## src/rtl/rege_pipe.sv

```systemverilog
// Decode->execute pipeline register with a 2-entry (main + skid) buffer.
// Optional perf counters: define REGE_PERF_CNT_EN to add perf_stall_cnt / perf_kill_cnt.
module rege_pipe #(
   parameter int unsigned BUS_W = 256,
   parameter int unsigned CMT_W = 161
`ifdef REGE_PERF_CNT_EN
   ,
   parameter int unsigned CNT_W = 32
`endif
) (
   input  logic             clk,
   input  logic             rst,
   input  logic             decode_i_valid,
   output logic             decode_o_ready,
   input  logic [BUS_W-1:0] decode_i_bus_info,
   input  logic [CMT_W-1:0] decode_i_commit_info,
   output logic             regE_o_valid,
   input  logic             execute_i_ready,
   output logic [BUS_W-1:0] regE_o_bus_info,
   output logic [CMT_W-1:0] regE_o_commit_info,
   input  logic             flush_i
`ifdef REGE_PERF_CNT_EN
   ,
   output logic [CNT_W-1:0] perf_stall_cnt,
   output logic [CNT_W-1:0] perf_kill_cnt
`endif
);

   logic             main_vld_q, main_vld_d;
   logic             skid_vld_q, skid_vld_d;
   logic [BUS_W-1:0] main_bus_q, main_bus_d;
   logic [CMT_W-1:0] main_cmt_q, main_cmt_d;
   logic [BUS_W-1:0] skid_bus_q, skid_bus_d;
   logic [CMT_W-1:0] skid_cmt_q, skid_cmt_d;
   logic             in_fire;
   logic             out_fire;
   logic             main_free;

   // Handshake: ready depends only on the skid register, never on execute_i_ready
   assign decode_o_ready     = ~skid_vld_q & ~rst;
   assign regE_o_valid       = main_vld_q;
   assign regE_o_bus_info    = main_bus_q;
   assign regE_o_commit_info = main_cmt_q;
   assign in_fire            = decode_i_valid & decode_o_ready;
   assign out_fire           = main_vld_q & execute_i_ready;
   assign main_free          = ~main_vld_q | out_fire;

   // Next-state for the two entries; main always holds the older entry
   always_comb begin
      main_vld_d = main_vld_q;
      skid_vld_d = skid_vld_q;
      main_bus_d = main_bus_q;
      main_cmt_d = main_cmt_q;
      skid_bus_d = skid_bus_q;
      skid_cmt_d = skid_cmt_q;
      if (flush_i) begin
         // Redirect kills everything held; the input is dropped, payloads keep stale data
         main_vld_d = 1'b0;
         skid_vld_d = 1'b0;
      end else if (main_free) begin
         if (skid_vld_q) begin
            main_vld_d = 1'b1;
            main_bus_d = skid_bus_q;
            main_cmt_d = skid_cmt_q;
            skid_vld_d = 1'b0;
         end else if (in_fire) begin
            main_vld_d = 1'b1;
            main_bus_d = decode_i_bus_info;
            main_cmt_d = decode_i_commit_info;
         end else begin
            main_vld_d = 1'b0;
         end
      end else if (in_fire) begin
         skid_vld_d = 1'b1;
         skid_bus_d = decode_i_bus_info;
         skid_cmt_d = decode_i_commit_info;
      end
   end

   // Entry state registers
   always_ff @(posedge clk) begin
      if (rst) begin
         main_vld_q <= 1'b0;
         skid_vld_q <= 1'b0;
         main_bus_q <= '0;
         main_cmt_q <= '0;
         skid_bus_q <= '0;
         skid_cmt_q <= '0;
      end else begin
         main_vld_q <= main_vld_d;
         skid_vld_q <= skid_vld_d;
         main_bus_q <= main_bus_d;
         main_cmt_q <= main_cmt_d;
         skid_bus_q <= skid_bus_d;
         skid_cmt_q <= skid_cmt_d;
      end
   end

`ifdef REGE_PERF_CNT_EN
   logic [CNT_W-1:0] stall_cnt_q, stall_cnt_d;
   logic [CNT_W-1:0] kill_cnt_q,  kill_cnt_d;

   // Stall cycles and flush-killed entries; both wrap naturally
   always_comb begin
      stall_cnt_d = stall_cnt_q;
      kill_cnt_d  = kill_cnt_q;
      if (main_vld_q & ~execute_i_ready) begin
         stall_cnt_d = stall_cnt_q + CNT_W'(1);
      end
      if (flush_i) begin
         kill_cnt_d = kill_cnt_q + CNT_W'(main_vld_q) + CNT_W'(skid_vld_q) - CNT_W'(out_fire);
      end
   end

   // Perf counter registers
   always_ff @(posedge clk) begin
      if (rst) begin
         stall_cnt_q <= '0;
         kill_cnt_q  <= '0;
      end else begin
         stall_cnt_q <= stall_cnt_d;
         kill_cnt_q  <= kill_cnt_d;
      end
   end

   assign perf_stall_cnt = stall_cnt_q;
   assign perf_kill_cnt  = kill_cnt_q;
`endif

endmodule

```

## config.mk

```make
export PLATFORM = sky130hd
export DESIGN_NAME = rege_pipe
export DESIGN_NICKNAME = d
export VERILOG_FILES = /design/src/rtl/rege_pipe.sv
export SDC_FILE = /design/constraint.sdc
export NUM_CORES = 2
export LEC_CHECK = 0
export CAP_MARGIN = 20
export CORE_AREA = 2 2 325 327
export DETAILED_ROUTE_END_ITERATION = 7
export DIE_AREA = 0 0 327 329
export GPL_TIMING_DRIVEN = 1
export PLACE_DENSITY_LB_ADDON = 0.08
export SKIP_CTS_REPAIR_TIMING = 1
export SLEW_MARGIN = 20
export SYNTH_ARGS = -nofsm -noshare
export SYNTH_HDL_FRONTEND = slang
export SYNTH_SLANG_ARGS = --single-unit
```

## constraint.sdc

```tcl
create_clock -name clk -period 2.6 [get_ports clk]
set_input_delay 0.26 -clock clk [delete_from_list [all_inputs] [get_ports clk]]
set_output_delay 0.26 -clock clk [all_outputs]
set_load 0.01 [all_outputs]
```

# Word-level counts from Yosys, hierarchy flattened
# Index checks and enable logic that the tools add are counted.
[totals]
ff_bits = 836
input_bits = 422
output_inout_bits = 419
elab_cells = 26
[op_classes]
mux = 6
bitwise_logic = 9
reduce_logical = 5
[op_table]
columns = ["op", "count"]
rows = [
  ["two-way mux 256 bit", 2],
  ["two-way mux 161 bit", 2],
  ["AND reduction 3 bit", 2],
  ["NOT 1 bit", 5],
  ["AND 1 bit", 3],
  ["OR reduction 3 bit", 1],
  ["two-way mux 1 bit", 2],
  ["nonzero test 2 bit", 1],
  ["OR reduction 2 bit", 1],
  ["OR 1 bit", 1],
]

# Logic depth before layout (Yosys ltp)
[logic_depth]
word_depth = 5
ltp_mapped = 7
depth_no_buf = 3

# Worst setup path after synthesis
# No wires, ideal clock.
[synth_timing]
kind = "reg2reg"
startpoint = "reg skid_vld_q"
endpoint = "reg skid_bus_q[0]"
setup_time_ns = 0.121
arrival_time_ns = 1.700
required_ns = 2.479
setup_slack_ns = 0.779
stages_incl_launch_ff = 8
n_path_buf = 4
synth_period_minus_slack_ns = 1.821
path_cell_list = "dfxtp_1 > clkbuf_1 > nand2b_1 > or4_1 > buf_2 > buf_6 > buf_6 > mux2_4"
[synth_between]
elab_chain_cells = 4
[synth_lines]
columns = ["item", "line_no", "rtl"]
rows = [
  ["from (decl)", "30", "logic skid_vld_q, skid_vld_d;"],
  ["from (signal assigned)", "91", "skid_vld_q <= skid_vld_d;"],
  ["NOT 1 bit", "40", "assign decode_o_ready = ~skid_vld_q & ~rst;"],
  ["AND 1 bit", "40", ""],
  ["AND 1 bit", "44", "assign in_fire = decode_i_valid & decode_o_ready;"],
  ["AND reduction 3 bit (no source line)", "-", ""],
  ["to (signal assigned)", "94", "skid_bus_q <= skid_bus_d;"],
  ["to (decl)", "33", "logic [BUS_W-1:0] skid_bus_q, skid_bus_d;"],
]
# No other way between the ends.
# A chain may end at the register's enable or synchronous reset.

# Worst setup path in the final report
[layout_timing]
startpoint = "reg skid_vld_q"
endpoint = "out decode_o_ready"
[layout_between]
elab_chain_cells = 2
[layout_lines]
columns = ["item", "line_no", "rtl"]
rows = [
  ["NOT 1 bit", "40", ""],
  ["AND 1 bit", "40", ""],
  ["to (decl)", "14", "output logic decode_o_ready,"],
]
# No other way between the ends.

==> results.ini <==
[run_status]
outcome=finished clean

[clocking]
h-tree-depth=3
clk_pin_slew_worst_paths_ps=60
root_buffer=clkbuf_16
clock_sinks=836
cts_tree=built
clockBufferDepth=3
worstSkewPairLatency_ps=660
cts_made_buffers=96

[final_layout]
multi_input_area_sq_um=21800
fin_cells=5909
nets=4833
post_route_cells_drive_above_1_share_pct=22.6
area_growth_pct=32.9
ff_latch_area_sq_um=16700
fillers=9608
stdcell_area_sq_um=53100

[grt]
grt_max_degree=217
track_usage_pct=20.4
grt_overflow=0
grt_pass1_vias=27784
grt_pass1_wl_mm=170
antenna_found_initial=52

[logic_synthesis]
yosys.area_share.adder_pct=0
synth_compound_area_share_pct=0.0376
synth-simple-area-share_pct=18.0
synthesis.area_sq_um=39900
syn_nets=4112
synth_top_family_by_area=multiplexers
ys_seq_area_share_pct=41.9
syn_area_per_cell_sq_um=10.8
synth-seq-cells=836
yosys-mux-area-fraction_pct=36.5
synth_top_area_share_pct=41.9
syn_inst=3690
ys_types=16
synth.area.top_cells=dfxtp_1 42%, mux2_2 14%, nor2b_1 12%
synth_xor_area_share_pct=0
yosysWarnings=0
yosys.area.top_type=dfxtp_1

[power_and_ir_drop]
power_density_nw_per_um2=570
leakagePower_uw=0.0213
ir_worst_vdd_mv=0.435

[setup_path]
crit_slowest_cell=clkdlybuf4s50_1
worst_setup_path_end_kind=output port
cp_max_fo=73
critical_path_class=reg2out
reg2regPathDepth=5
rrSetupSlack_ps=440
cp.required_ps=2340
slowest_delay_ps=490
critPathArrivalTime_ps=2140
regToRegEndpoint=skid_cmt_q[152]$_SDFFE_PP0P_
timing.rr.start=regE_o_valid$_SDFFE_PP0P_
start_kind=flop
path_cells=buf_16 > nor2_1 > clkdlybuf4s50_1

[route]
via_count=27884
route.detailed.wl_per_inst_um=19.4
drt-initial-drc-count=1088
drc=0
ant_nets=0
drt-pass1-iter-count=5
viasPerCell=4.72
drt_wl_total_mm=115

[sta]
max_freq_mhz=417
grt_setup_unrepaired=no
hold_viol=0
worst_pin_slew_ps=1100
setup_violations=0
relSlewSlack_pct=26.7
tns_ps=0
post-route-period-util_pct=92.3
worst_hold_slack_ps=59.1
maxSlewViolCount=0
clock_skew_ps=21.1
finalWorstPathRequiredPeriod_ps=2400

[place]
dp_hpwl_mm=79.4
numPortBuffers=840
dp_cells=5704
place_area_sq_um=49700
gp_congestion=0.764

[floorplanning]
start_util_pct=38.3
core_area_sq_um=104000
dieArea_sq_um=108000
die_y_um=329
fp.dieW_um=327
io_pins=841
row_count=119

[worst_hold_path]
worstHoldPathCells=3
hold_path_end=regE_o_bus_info[144]$_SDFFE_PP0P_
min_path_type=in2reg
hold_start=rst

[run]
cap_violations=0

metrics by stage:
step                      power, uW  worst slack (ps)  utilization (%)
final                         30300               200             50.8
after global routing          31500              33.3             50.8
after CTS                     30700              51.3             50.8
after detailed placement      16400              87.6             47.6
after global placement        16400              92.3             47.6
after floorplan               14800               779                -
critical path: cells and delay by family (launching register included):
| family | cells | cell delay (ps) |
|---|---|---|
| and+or+nand+nor | 1 | 100 |
| DFF | 1 | 470 |
| buffers and inverters | 2 | 880 |
state kept, by name, summed over array words and instances (netlist names):
| signal | cells |
|---|---|
| regE_o_bus_info | 256 |
| regE_o_commit_info | 161 |
| regE_o_valid | 1 |
| skid_bus_q | 256 |
| skid_cmt_q | 161 |
| skid_vld_q | 1 |
where the power goes:
group          switching [uW]  total [uW]  internal, uW  leakage, uW
clock                    5620       14100          8510      0.00166
combinational            1240        2900          1650       0.0129
sequential                147       13200         13100      0.00677
total                    7010       30300         23300       0.0213
cells in the final DEF, fill, tap and decap left out, drive strengths merged:
cell type | netlist | final
a211oi | 1 | 1
buf | 132 | 69
bufinv | 0 | 7
clkbuf | 153 | 141
clkdlybuf4s50 | 0 | 839
clkinv | 0 | 23
clkinvlp | 0 | 3
dfxtp | 836 | 836
diode | 0 | 28
inv | 1 | 4
mux2 | 778 | 778
mux2i | 473 | 473
nand2b | 114 | 114
nor2 | 419 | 419
nor2b | 779 | 779
nor4 | 2 | 2
o211ai | 1 | 1
or4 | 1 | 1
layer usage:
| layer | vias to the layer above | part of all wire [%] | global-route usage, % |
|---|---|---|---|
| met2 | 616 | 48 | 34.0 |
| li1 | 13744 | - | - |
| met3 | 189 | 6.9 | 6.65 |
| met1 | 13291 | 41 | 23.7 |
| met4 | 44 | 3.2 | 9.40 |
| met5 | - | 0.26 | 0 |
cells by family after synthesis:
group	count (synthesis)
AOI/OAI and AO/OA	2
buffers and inverters	286
DFF	836
muxes	1251
and+or+nand+nor	1315
worst max-delay path by stage:
stage,startpoint,end,cells after the start
after detailed placement,decode_i_valid,regE_o_bus_info[213]$_SDFFE_PP0P_,6
final,skid_vld_q$_SDFFE_PP0P_,decode_o_ready,3
after CTS,skid_vld_q$_SDFFE_PP0P_,decode_o_ready,3
after global placement,decode_i_valid,regE_o_commit_info[154]$_SDFFE_PP0P_,6
after global routing,skid_vld_q$_SDFFE_PP0P_,decode_o_ready,3
after floorplan,skid_vld_q$_SDFFE_PP0P_,skid_bus_q[0]$_SDFFE_PP0P_,7
Yosys cell counts (all sizes together):
library cell / instances
mux2: 778
dfxtp: 836
o211ai: 1
nor2b: 779
nor4: 2
inv: 1
nor2: 419
clkbuf: 153
buf: 132
or4: 1
mux2i: 473
nand2b: 114
a211oi: 1
final cells by class:
| type | count | area share, % |
|---|---|---|
| Tap cell | 1391 | 3.28 |
| Clock buffer | 141 | 5.55 |
| Timing Repair Buffer | 908 | 17.7 |
| Antenna cell | 28 | 0.132 |
| Multi-Input combinational cell | 2568 | 41.1 |
| Clock inverter | 36 | 0.705 |
| Inverter | 1 | 0.00707 |
| Sequential cell | 836 | 31.5 |
Power figures use the tool's default switching activity.
